**src/rtl/seven_segment_scan_controller.sv**
```systemverilog
// Eight-digit seven-segment scan controller. It steps through the enabled digits.
// Each digit slot is a blanking gap followed by a lit drive phase.
module seven_segment_scan_controller #(
  parameter int REFRESH_DIV  = 100000,
  parameter int BLANK_CYCLES = 1000
) (
  input  logic        clk,
  input  logic        rst,
  input  logic        en,
  input  logic [7:0]  digit_en,
  input  logic [31:0] digits,
  output logic [2:0]  sel,
  output logic [7:0]  AN,
  output logic [3:0]  hex,
  output logic        frame_tick
);

  localparam int CW = (REFRESH_DIV > 1) ? $clog2(REFRESH_DIV) : 1;
  localparam logic [CW-1:0] BLANK_LAST = CW'(BLANK_CYCLES - 1);
  localparam logic [CW-1:0] DRIVE_LAST = CW'(REFRESH_DIV - BLANK_CYCLES - 1);

  typedef enum logic [1:0] {
    IDLE  = 2'd0,
    BLANK = 2'd1,
    DRIVE = 2'd2
  } state_t;

  state_t        state, state_next;
  logic [CW-1:0] cnt, cnt_next;
  logic [2:0]    sel_next;
  logic [7:0]    an_next;
  logic [3:0]    hex_next;
  logic          tick_next;

  // First set bit of mask at or above start, wrapping 7 -> 0.
  function automatic logic [2:0] find_enabled(input logic [7:0] mask,
                                              input logic [2:0] start);
    logic [2:0] idx;
    logic       found;
    find_enabled = start;
    found = 1'b0;
    for (int k = 0; k < 8; k++) begin
      idx = start + 3'(k);
      if (!found && mask[idx]) begin
        find_enabled = idx;
        found = 1'b1;
      end
    end
  endfunction

  always_comb begin
    state_next = state;
    cnt_next   = cnt;
    sel_next   = sel;
    tick_next  = 1'b0;
    if (!en || digit_en == 8'h00) begin
      state_next = IDLE;
      cnt_next   = '0;
    end else begin
      case (state)
        IDLE: begin
          state_next = BLANK;
          cnt_next   = '0;
          sel_next   = find_enabled(digit_en, sel);
        end
        BLANK: begin
          if (cnt == BLANK_LAST) begin
            state_next = DRIVE;
            cnt_next   = '0;
          end else begin
            cnt_next = cnt + CW'(1);
          end
        end
        DRIVE: begin
          if (cnt == DRIVE_LAST) begin
            state_next = BLANK;
            cnt_next   = '0;
            sel_next   = find_enabled(digit_en, sel + 3'd1);
            tick_next  = (sel_next <= sel);
          end else begin
            cnt_next = cnt + CW'(1);
          end
        end
        default: begin
          state_next = IDLE;
          cnt_next   = '0;
        end
      endcase
    end
    // Anodes are a pure function of the next registered state, so they never glitch.
    an_next  = (state_next == DRIVE && digit_en[sel_next]) ? ~(8'b1 << sel_next) : 8'hFF;
    hex_next = digits[{sel_next, 2'b00} +: 4];
  end

  always_ff @(posedge clk) begin
    if (rst) begin
      state      <= IDLE;
      cnt        <= '0;
      sel        <= 3'd0;
      AN         <= 8'hFF;
      hex        <= digits[3:0];
      frame_tick <= 1'b0;
    end else begin
      state      <= state_next;
      cnt        <= cnt_next;
      sel        <= sel_next;
      AN         <= an_next;
      hex        <= hex_next;
      frame_tick <= tick_next;
    end
  end

endmodule
```
**config.mk**
```make
export PLATFORM = sky130hd
export DESIGN_NAME = seven_segment_scan_controller
export DESIGN_NICKNAME = d
export VERILOG_FILES = /design/src/rtl/seven_segment_scan_controller.sv
export SDC_FILE = /design/constraint.sdc
export NUM_CORES = 1
export LEC_CHECK = 0
export CAP_MARGIN = 20
export CORE_MARGIN = 2
export CORE_UTILIZATION = 35
export CTS_BUF_LIST = sky130_fd_sc_hd__clkbuf_4
export DETAILED_ROUTE_END_ITERATION = 6
export SLEW_MARGIN = 20
export SYNTH_ARGS = -nofsm -noshare
export SYNTH_HDL_FRONTEND = slang
export SYNTH_SLANG_ARGS = --single-unit
```
**constraint.sdc**
```tcl
create_clock -name clk -period 4.3 [get_ports clk]
set_input_delay 0.86 -clock clk [delete_from_list [all_inputs] [get_ports clk]]
set_output_delay 0.86 -clock clk [all_outputs]
set_load 0.01 [all_outputs]
```
== Word level (Yosys, flattened, before mapping) ==
Index checks and enable logic that the tools add are counted.

* Register bits: 35
* Output and inout port bits: 16
* Input port bits: 43

* Bitwise operators: 4
* Reductions and logical operators: 36
* Muxes and demuxes: 109
* Equality and inequality tests: 5
* Shift-type cells: 2
* Add/subtract/negate cells: 15
* Magnitude comparators: 17

{| class="wikitable"
|+ Operators with widths
! cell !! count
|-
| 2-to-1 mux 1 bit || 65
|-
| less-than comparator 3 x 4 -> 1 bit, second input constant || 16
|-
| 2-to-1 mux 3 bit || 19
|-
| binary-select mux 1 bit (select 3 bit) || 16
|-
| 2-to-1 mux 17 bit || 2
|-
| case mux 17 bit (2 select lines) || 1
|-
| indexed part select 32 x 6 -> 4 bit || 1
|-
| adder 3 bit, second input constant || 8
|-
| adder 17 x 1 -> 17 bit, second input constant || 1
|-
| == test 17 x 10 -> 1 bit, second input constant || 1
|-
| == test 17 bit, second input constant || 1
|-
| logical AND 1 bit || 15
|-
| zero test 1 bit || 15
|-
| adder 3 x 2 -> 3 bit, second input constant || 4
|-
| zero test 8 bit || 1
|-
| NOT 8 bit || 1
|-
| left shift 1 x 3 -> 8 bit, first input constant || 1
|-
| adder 3 x 1 -> 3 bit, second input constant || 2
|-
| 2-to-1 mux 2 bit || 3
|-
| case mux 2 bit (3 select lines) || 1
|-
| case mux 3 bit (2 select lines) || 1
|-
| == test 2 bit, second input constant || 2
|-
| 2-to-1 mux 4 bit || 1
|-
| OR reduction 2 bit || 2
|-
| 6 further kinds || 8
|}

== Longest topological paths before layout ==
Gate-level depths: netlist of the first run.

* Depth in word-level cells: 57
* Gate-level depth with buffers: 20
* Gate-level depth less buffers: 15

== Worst setup path after synthesis of the first run ==
OpenSTA, ideal clock, no wires.

* Path type: register to register
* Start: reg sel[1]
* End: reg hex[2]
* Cell stages (with the launch flop): 18
* Arrival: 4.129 ns
* Path slack: 0.049 ns
* Required time: 4.178 ns
* Path buffers: 5
* Path through: dfxtp_1 -> buf_4 -> buf_2 -> inv_1 -> ha_1 -> buf_6 -> buf_6 -> mux2_1 -> mux4_2 -> nand2b_4 -> o311ai_1 -> nor3_1 -> nand3b_4 -> nor3_4 -> buf_2 -> mux2i_1 -> mux2i_1 -> a221o_1

* Cells in the longest elaborated chain, start to end: 54

{| class="wikitable"
|+ RTL lines
! item !! RTL line !! RTL
|-
| from (decl) || 12 || <nowiki>output logic [2:0] sel,</nowiki>
|-
| from (signal assigned) || 106 || <nowiki>sel <= sel_next;</nowiki>
|-
| adder 3 x 1 -> 3 bit || 43, 78 ||
|-
| binary-select mux 1 bit (select 3 bit) || 44 || <nowiki>if (!found && mask[idx]) begin</nowiki>
|-
| 2-to-1 mux 1 bit (implied by the code) || 44 ||
|-
| 2-to-1 mux 1 bit || 44 ||
|-
| 2-to-1 mux 1 bit || 75 || <nowiki>if (cnt == DRIVE_LAST) begin</nowiki>
|-
| 2-to-1 mux 1 bit || 60 || <nowiki>case (state)</nowiki>
|-
| 2-to-1 mux 1 bit || 56 || <nowiki>if (!en || digit_en == 8'h00) begin</nowiki>
|-
| zero test 1 bit || 44 ||
|-
| (+38 left out) || -- ||
|-
| 2-to-1 mux 3 bit || 75 ||
|-
| 2-to-1 mux 3 bit || 60 ||
|-
| 2-to-1 mux 3 bit || 56 ||
|-
| 2-to-1 mux 3 bit || 75 ||
|-
| case mux 3 bit (2 select lines) || 60 ||
|-
| 2-to-1 mux 3 bit (*) || 56 ||
|-
| indexed part select 32 x 6 -> 4 bit (*) || 92 || <nowiki>hex_next = digits[{sel_next, 2'b00} +: 4];</nowiki>
|-
| 2-to-1 mux 4 bit (*) || 96 || <nowiki>if (rst) begin</nowiki>
|-
| to (signal assigned) || 101 || <nowiki>hex <= digits[3:0];</nowiki>
|-
| to (signal assigned) || 108 || <nowiki>hex <= hex_next;</nowiki>
|-
| to (decl) || 14 || <nowiki>output logic [3:0] hex,</nowiki>
|}

Every way passes the cells marked *; elsewhere a longest branch is shown, timed or not. The select of a mux whose other input is x is not followed.
A chain may end at the register's enable or synchronous reset.

== Worst setup path in the final report of the first run ==
* Start: in digit_en[2]
* End: reg hex[3]

* Cells in the longest elaborated chain, start to end: 53

{| class="wikitable"
|+ RTL lines
! item !! RTL line !! RTL
|-
| from (decl) || 10 || <nowiki>input logic [7:0] digit_en,</nowiki>
|-
| binary-select mux 1 bit (select 3 bit) || 44 ||
|-
| 2-to-1 mux 1 bit (implied by the code) || 44 ||
|-
| 2-to-1 mux 1 bit || 44 ||
|-
| 2-to-1 mux 1 bit || 75 ||
|-
| 2-to-1 mux 1 bit || 60 ||
|-
| 2-to-1 mux 1 bit || 56 ||
|-
| zero test 1 bit || 44 ||
|-
| logical AND 1 bit || 44 ||
|-
| (+37 left out) || -- ||
|-
| 2-to-1 mux 3 bit || 75 ||
|-
| 2-to-1 mux 3 bit || 60 ||
|-
| 2-to-1 mux 3 bit || 56 ||
|-
| 2-to-1 mux 3 bit || 75 ||
|-
| case mux 3 bit (2 select lines) || 60 ||
|-
| 2-to-1 mux 3 bit (*) || 56 ||
|-
| indexed part select 32 x 6 -> 4 bit (*) || 92 ||
|-
| 2-to-1 mux 4 bit (*) || 96 ||
|}

Marks and branches as above.

==> impl_summary.txt, run 1 <==
----------------------------------------------------
[Status]
  Run status ... completed

[Synthesis]
  Part of the Yosys area used for sequential elements ... 18.8%
  Count of warnings emitted by yosys ... 0
  Post-synthesis instance area ... 0.00372 sq mm
  Average instance area after synthesis ... ~8.6 sq um
  Synth async-reset ratio ... 0%
  Ranking of synthesized cells by area ... sky130_fd_sc_hd__dfxtp_1 19%, sky130_fd_sc_hd__mux4_2 11%, sky130_fd_sc_hd__mux2i_1 9.4%, sky130_fd_sc_hd__nor2_1 4.9%, sky130_fd_sc_hd__ha_1 3.7%
  Mapped Nets ... 488
  Number of cells produced by synthesis ... 434
  Post-synthesis register bit count ... 35
  Unique cell type count in the Yosys netlist ... 74
  Most numerous cell types in the synthesized netlist ... 49 x sky130_fd_sc_hd__nor2_1, 35 x sky130_fd_sc_hd__dfxtp_1, 35 x sky130_fd_sc_hd__mux2i_1, 35 x sky130_fd_sc_hd__nand2_1
  Area leader, netlist ... sky130_fd_sc_hd__dfxtp_1
  Most common cell in the synthesized netlist ... sky130_fd_sc_hd__nor2_1
  Area fraction in compound gates after synthesis ... 15.8%
  Post-Synth Adder-Cell Area ... approximately 3.7%
  Post-synthesis xor/xnor area fraction ... 6.59%
  Simple logic cell fraction of the synthesized area ... 26.1%
  Number of enable-type register cells in the synthesized netlist ... 0
  Main combinational cell family by area after synthesis ... simple AND/OR/NAND/NOR gates
  Proportion of netlist area held by the largest area contributor ... 18.8%
  Fraction of synthesized area in multiplexers ... 23.3%
  Post-synth top flop ... sky130_fd_sc_hd__dfxtp_1

[Place]
  Post-detailed-placement cell area ... 0.00488 sq mm
  Number of instances in the placed design ... 672
  HPWL reported at the end of detailed placement ... 8350 um
  Port Buf Inserts ... 58
  Last weighted congestion value of the routability-driven placer ... 0.907

[Power]
  Max rail drop VDD ... 326 uV
  Power dissipated by switching net loads ... 0.00140 W
  Clock group share of total power ... a little under 6%
  Sw Ratio ... 44.7%
  Pwr per Cell Area ... ~630 mW/mm^2
  Reg power frac ... between 10% and 20%
  Internal power component ... between 0.0015 and 0.002 W
  Part of the total power dissipated in combinational logic ... 82.0%
  Leakage dissipation ... 1.92 nW

[Global route]
  Wire length of the first global-routing pass ... 17800 um
  GRT Total Usage ... 19.1%
  Antenna violations before repair ... 0
  Via count of the first global-routing pass ... 3753
  Maximum number of pins on one net before global-route repair ... 28
  Total grt overflow ... 0

[Critical path]
  Maximum fanout along the worst path ... 8
  Ordered cell list for the critical path ... clkdlybuf4s50_1 -> mux4_2 -> buf_4 -> nor3_1 -> nor4_4 -> o311ai_2 -> nor3_1 -> nand3b_4 -> o31a_1 -> a2111oi_1 -> a2111oi_1 -> a221o_1
  Type of element capturing the critical path ... flip-flop
  Kind of start point of the critical path ... input pin
  Slowest Stage Delay on Critical Path ... 0.61 ns
  Critical path class ... in -> reg
  Worst path required time ... ~4.6 ns
  Family of cells with the greatest summed delay on the critical path ... compound AO/OA/AOI/OAI gates
  CP Buf/Inv Count ... 2
  Data arrival time of the critical path ... 4.40 ns
  Critical-path cell with the highest stage delay ... sky130_fd_sc_hd__mux4_2

[Finish]
  Non-filler instance count after layout ... between 600 and 700
  Final instance area ... around 0.005 sq mm
  Synth-to-Final Area Change ... 33.8%
  Sequential cell area ... 701 sq um
  Fraction of layout cells with a size suffix above 1 ... 23.2%
  Multi-input gate area in the final layout ... between 0.002 and 0.003 sq mm
  Net count of the finished layout ... 597
  Layout filler cell count ... 994
  Antenna Diode Count ... 0

[CTS]
  Clk buf depth ... 2
  Master cell of the clock root buffer ... sky130_fd_sc_hd__clkbuf_4
  CTS tree ... yes
  Total CTS buffers ... 5
  Worst-path clk slew ... 0.12 ns
  CTS H-Tree Depth ... 2
  Clk Latency, worst-skew pair ... 0.36 ns
  Number of buffers inserted for hold repair after clock tree synthesis ... 0
  Sinks on Clock Net ... 35

[Floorplanning]
  Vertical die dimension ... 107 um
  Die Wd ... between 100 and 150 um
  Total Die Area ... 0.0115 sq mm
  Effective utilization at floorplan ... 36.0%
  Num ports ... 59
  Core area ... about 0.010 sq mm
  Site row count ... 37

[STA]
  Final number of hold-violating endpoints ... 0
  Worst setup skew after layout ... roughly 0.014 ns
  Slew Limit Headroom ... 56.4%
  Post-Route Setup TNS ... 0 ns
  Maximum operating frequency ... 241 MHz
  Final setup violating endpoints ... 0
  Final Slew Violations ... 0
  Worst slack on hold paths ... 0.461 ns
  Actual slew at the worst max-slew pin ... between 0.6 and 0.7 ns
  Min Tclk post-route ... 4.14 ns
  Fin crit share ... 96.3%

[Routing]
  Routed vias ... approximately 3800
  Routed Antenna Nets ... 0
  Avg Vias per Cell ... 5.52
  Total wirelength of the detailed-routed design ... 10600 um
  Number of remaining DRC errors ... 0
  TritonRoute pass-1 iters ... 6
  Wirelength per Cell ... between 15 and 20 um
  DRT iter0 DRCs ... 255

[Hold path]
  Class of the worst hold path ... reg -> reg

[Run]
  Max-Cap Viols ... 0

----------------------------------------------------
-- placed cells by master (no fill, tap or decap), types with 12 or more instances in the layout --
cell type                         instances
sky130_fd_sc_hd__buf_4                   70
sky130_fd_sc_hd__clkdlybuf4s50_1         58
sky130_fd_sc_hd__nor2_1                  49
sky130_fd_sc_hd__dfxtp_1                 35
sky130_fd_sc_hd__nand2_1                 35
sky130_fd_sc_hd__mux2i_1                 35
sky130_fd_sc_hd__mux4_2                  19
sky130_fd_sc_hd__nand3_1                 19
sky130_fd_sc_hd__o21ai_0                 15
sky130_fd_sc_hd__inv_1                   13
sky130_fd_sc_hd__xnor2_1                 12
-- power groups by stage --
stage	Sequential, W	Clock, W	Combinational (W)
3_5_place_dp	0.000383	0	0.00250
5_1_grt	0.000381	0.000210	0.00279
2_1_floorplan	0.000392	0	0.00166
3_3_place_gp	0.000387	0	0.00247
4_1_cts	0.000378	0.000191	0.00251
6_report	0.000377	0.000185	0.00256
-- worst reg2reg max path, delay by kind of cell, from the launching register on --
kind	cells	cell delay, ns
flip-flops	1	0.34
buffers and inverters	3	0.47
AND/OR/NAND/NOR	2	0.26
adder cells (fa/ha/maj)	1	0.33
multiplexers	1	0.62
AO/OA/AOI/OAI	6	1.99
-- flip-flops by register name (all words and copies together), names as in the netlist --
signal      count
hex             4
AN              8
sel             3
cnt            17
frame_tick      1
state           2
-- through the flow --
| step | power (W) | util, % | worst slack, ns |
|---|---|---|---|
| floorplan | 0.00205 | - | 0.0488 |
| global placement | 0.00285 | 47.3 | -0.0781 |
| detailed placement | 0.00288 | 47.3 | -0.191 |
| CTS | 0.00308 | 47.8 | 0.175 |
| global route | 0.00338 | 48.2 | -0.0492 |
| finish | 0.00313 | 48.2 | 0.158 |
-- cell families after synthesis --
kind of cell,after synthesis
simple gates,181
compound gates,78
mux,62
buf+inv,43
flops,35
xor+xnor,24
fa+ha+maj,11
-- metal layers --
metal / wire length (um) / vias up / global-route usage [%]
met3: 680 / 20 / 3.47
li1: - / 1850 / -
met4: 221 / 0 / 6.12
met5: 0 / - / 0
met1: 4810 / 1740 / 24.9
met2: 4930 / 141 / 32.1
-- repair_timing --
item / in CTS / in global routing
gates resized for setup: 0 / 8
setup endpoints to repair: 0 / 6
buffers inserted: 0 / 0
-- worst paths after layout --
kind	from	to	slack (ns)	cells past startpoint
hold / removal	cnt[0]$_SDFF_PP0_	cnt[0]$_SDFF_PP0_	0.46	1
setup reg to reg	sel[1]$_SDFF_PP0_	hex[3]$_DFF_P_	0.20	13
hold reg to reg	cnt[0]$_SDFF_PP0_	cnt[0]$_SDFF_PP0_	0.46	1
setup / recovery	digit_en[2]	hex[3]$_DFF_P_	0.16	12
-- cell type report --
cell class                 count  share of cell area (%)
tap                          136                    3.42
multi-input combinational    356                    57.2
clock inverter                 3                   0.402
inverter                      15                    1.13
sequential                    35                    14.1
clock buffer                   5                   0.754
timing repair buffer         130                    23.0
Power figures use the tool's default switching activity.
==> inputs of run 2 (changes only) <==
--- a/config.mk
+++ b/config.mk
@@ -5,6 +5,7 @@
 export SDC_FILE = /design/constraint.sdc
 export NUM_CORES = 1
 export LEC_CHECK = 0
+export ABC_CLOCK_PERIOD_IN_PS = 4300
 export CAP_MARGIN = 20
 export CORE_MARGIN = 2
 export CORE_UTILIZATION = 35
==> results of run 2 <==
Same layout as run 1: the final DEF is identical, and so are final timing and power.
==> inputs of run 3 (changes only) <==
--- a/config.mk
+++ b/config.mk
@@ -11,6 +11,7 @@
 export CORE_UTILIZATION = 35
 export CTS_BUF_LIST = sky130_fd_sc_hd__clkbuf_4
 export DETAILED_ROUTE_END_ITERATION = 6
+export GPL_TIMING_DRIVEN = 0
 export SLEW_MARGIN = 20
 export SYNTH_ARGS = -nofsm -noshare
 export SYNTH_HDL_FRONTEND = slang
==> constraint.sdc (replaced) <==
create_clock -name clk -period 4.3 [get_ports clk]
set_input_delay 0.86 -clock clk [delete_from_list [all_inputs] [get_ports clk]]
set_output_delay 0.86 -clock clk [all_outputs]
set_load 0.005 [all_outputs]
==> impl_summary.txt, run 3 (synthesized netlist as in run 1, its figures left out) <==
----------------------------------------------------
[Critical path]
  Critical path class ... in -> reg
  Maximum fanout along the worst path ... 10
  Slowest Stage Delay on Critical Path ... 0.60 ns
  Critical-path cell with the highest stage delay ... sky130_fd_sc_hd__mux4_2
  Ordered cell list for the critical path ... clkdlybuf4s50_1 -> clkbuf_2 -> mux4_2 -> mux2i_1 -> and2_1 -> and3_2 -> nand3_2 -> o2bb2ai_4 -> mux2_4 -> or2_4 -> a2111oi_2 -> a221o_1
  Kind of start point of the critical path ... input pin
  Worst path required time ... 4.59 ns
  Family of cells with the greatest summed delay on the critical path ... multiplexers
  Type of element capturing the critical path ... flip-flop
  Data arrival time of the critical path ... 4.54 ns
  CP Buf/Inv Count ... 2

[Routing]
  TritonRoute pass-1 iters ... 5
  Number of remaining DRC errors ... 0
  Routed Antenna Nets ... 0
  Avg Vias per Cell ... 5.81
  Total wirelength of the detailed-routed design ... ~12000 um
  Routed vias ... 3871
  DRT iter0 DRCs ... between 200 and 250
  Wirelength per Cell ... 17.4 um

[Finish]
  Net count of the finished layout ... between 500 and 600
  Layout filler cell count ... 975
  Largest registers in the final layout ... cnt: 17 flops, AN: 8 flops, hex: 4 flops
  Register containing the most flip-flops in the final layout ... cnt
  Max FFs per register ... 17
  Multi-input gate area in the final layout ... 0.00303 sq mm
  Synth-to-Final Area Change ... 37.8%
  Most used cells in the layout excluding fill and tap cells ... 58 x sky130_fd_sc_hd__clkdlybuf4s50_1, 48 x sky130_fd_sc_hd__nor2_1, 35 x sky130_fd_sc_hd__nand2_1
  Most common library cell in the layout ignoring fill and taps ... sky130_fd_sc_hd__clkdlybuf4s50_1
  Antenna Diode Count ... 0
  Sequential cell area ... 708 sq um
  Fraction of layout cells with a size suffix above 1 ... around a quarter

[STA]
  Worst slack on hold paths ... 0.471 ns
  Final setup violating endpoints ... 0
  Final number of hold-violating endpoints ... 0
  Fin crit share ... 98.8%
  Slew Limit Headroom ... 35.2%
  Worst setup skew after layout ... 0.0108 ns
  Final Slew Violations ... 0
  Maximum operating frequency ... 235 MHz
  Actual slew at the worst max-slew pin ... about 0.96 ns
  Min Tclk post-route ... 4.25 ns

[Global route]
  Antenna violations before repair ... 0
  Total grt overflow ... 0
  Via count of the first global-routing pass ... 3665
  Maximum number of pins on one net before global-route repair ... 14
  Wire length of the first global-routing pass ... 17800 um
  GRT Total Usage ... between 15 and 20%

[Place]
  HPWL reported at the end of detailed placement ... between 8000 and 9000 um
  Last weighted congestion value of the routability-driven placer ... about 0.90
  Port Buf Inserts ... 58

[Floorplanning]
  Num ports ... 59
  Total Die Area ... 0.0115 sq mm
  Site row count ... 37
  Core area ... just over 0.01 sq mm
  Effective utilization at floorplan ... 36.0%
  Vertical die dimension ... 107 um
  Die Wd ... 107 um

[Power]
  Clock group share of total power ... 5.4%
  Leakage dissipation ... 1.90 nW
  Power dissipated by switching net loads ... between 0.0015 and 0.002 W
  Pwr per Cell Area ... 680 mW/mm^2
  Internal power component ... between 0.0015 and 0.002 W
  Part of the total power dissipated in combinational logic ... 83.8%
  Max rail drop VDD ... 277 uV
  Reg power frac ... between 10% and 20%
  Overall power consumption ... 0.00349 W
  Sw Ratio ... 45.8%

[CTS]
  CTS tree ... yes
  Worst-path clk slew ... 0.12 ns
  Clk buf depth ... 2
  CTS H-Tree Depth ... 2
  Total CTS buffers ... 5
  Sinks on Clock Net ... 35
  Clk Latency, worst-skew pair ... 0.34 ns
  Master cell of the clock root buffer ... sky130_fd_sc_hd__clkbuf_4

[Hold path]
  Class of the worst hold path ... reg -> reg

[Status]
  Run status ... completed

[Run]
  Max-Cap Viols ... 0

----------------------------------------------------
-- run 3: changes by cell type in the layout (fill, tap and decap cells not counted), sizes merged --
| cell | previous run | this run |
|---|---|---|
| inv | 15 | 16 |
| clkinv | 1 | 0 |
| buf | 72 | 45 |
| clkbuf | 5 | 18 |
-- run 3: final timing paths --
kind,end,from,cells after the start,slack (ns)
setup / recovery,hex[0]$_DFF_P_,digit_en[4],12,0.05
hold / removal,cnt[0]$_SDFF_PP0_,cnt[0]$_SDFF_PP0_,1,0.47
setup reg to reg,hex[0]$_DFF_P_,sel[1]$_SDFF_PP0_,17,0.10
hold reg to reg,cnt[0]$_SDFF_PP0_,cnt[0]$_SDFF_PP0_,1,0.47
-- run 3: worst reg2reg max path, cell delays in order (launching register included) --
cell                        delay, ns
sky130_fd_sc_hd__dfxtp_4         0.38
sky130_fd_sc_hd__buf_12          0.13
sky130_fd_sc_hd__buf_12          0.14
sky130_fd_sc_hd__inv_4           0.08
sky130_fd_sc_hd__ha_4            0.19
sky130_fd_sc_hd__buf_6           0.14
sky130_fd_sc_hd__buf_6           0.13
sky130_fd_sc_hd__buf_4           0.13
sky130_fd_sc_hd__xnor3_2         0.45
sky130_fd_sc_hd__mux2i_1         0.31
sky130_fd_sc_hd__and2_1          0.22
sky130_fd_sc_hd__and3_2          0.26
sky130_fd_sc_hd__nand3_2         0.15
sky130_fd_sc_hd__o2bb2ai_4       0.21
sky130_fd_sc_hd__mux2_4          0.39
sky130_fd_sc_hd__or2_4           0.30
sky130_fd_sc_hd__a2111oi_2       0.35
sky130_fd_sc_hd__a221o_1         0.17
-- run 3: cell type report --
type / count / area share (%)
sequential: 35 / 13.8
timing repair buffer: 88 / 16.6
clock buffer: 5 / 0.732
inverter: 15 / 1.15
tap: 136 / 3.32
buffer: 28 / 4.76
multi-input combinational: 356 / 59.2
clock inverter: 3 / 0.464
-- run 3: stage by stage --
stage	setup slack [ns]	utilization [%]	cell area, sq um	TNS (ns)	std cells
3_3_place_gp	-0.636	43.3	4470	-6.72	628
6_report	0.0519	49.7	5130	0	666
5_1_grt	-0.00715	49.7	5130	-0.00800	666
3_5_place_dp	-0.696	43.3	4470	-7.51	628
2_1_floorplan	0.0933	-	3720	0	434
4_1_cts	0.0136	46.2	4770	0	646
-- run 3: what timing repair did --
item	CTS	global route
endpoints found under the setup margin	16	7
hold buffers	0	0
buffers inserted	9	18
resized for setup	36	58
pin swaps	3	9
gates cloned	1	2
-- run 3: metal layers --
layer / track usage (%) / vias to the layer above / share of wire (%)
li1: - / 1831 / -
met2: 32.2 / 184 / 47
met4: 7.24 / 0 / 2.2
met3: 3.22 / 20 / 7.0
met5: 0 / - / 0
met1: 25.3 / 1836 / 43
-- run 3: power groups by stage --
stage                     Combinational [W]  Sequential (W)  Clock (W)
after floorplan                     0.00166        0.000381          0
after global placement              0.00213        0.000388          0
after detailed placement            0.00215        0.000386          0
after CTS                           0.00245        0.000374   0.000200
after global routing                0.00312        0.000379   0.000213
final                               0.00292        0.000376   0.000188
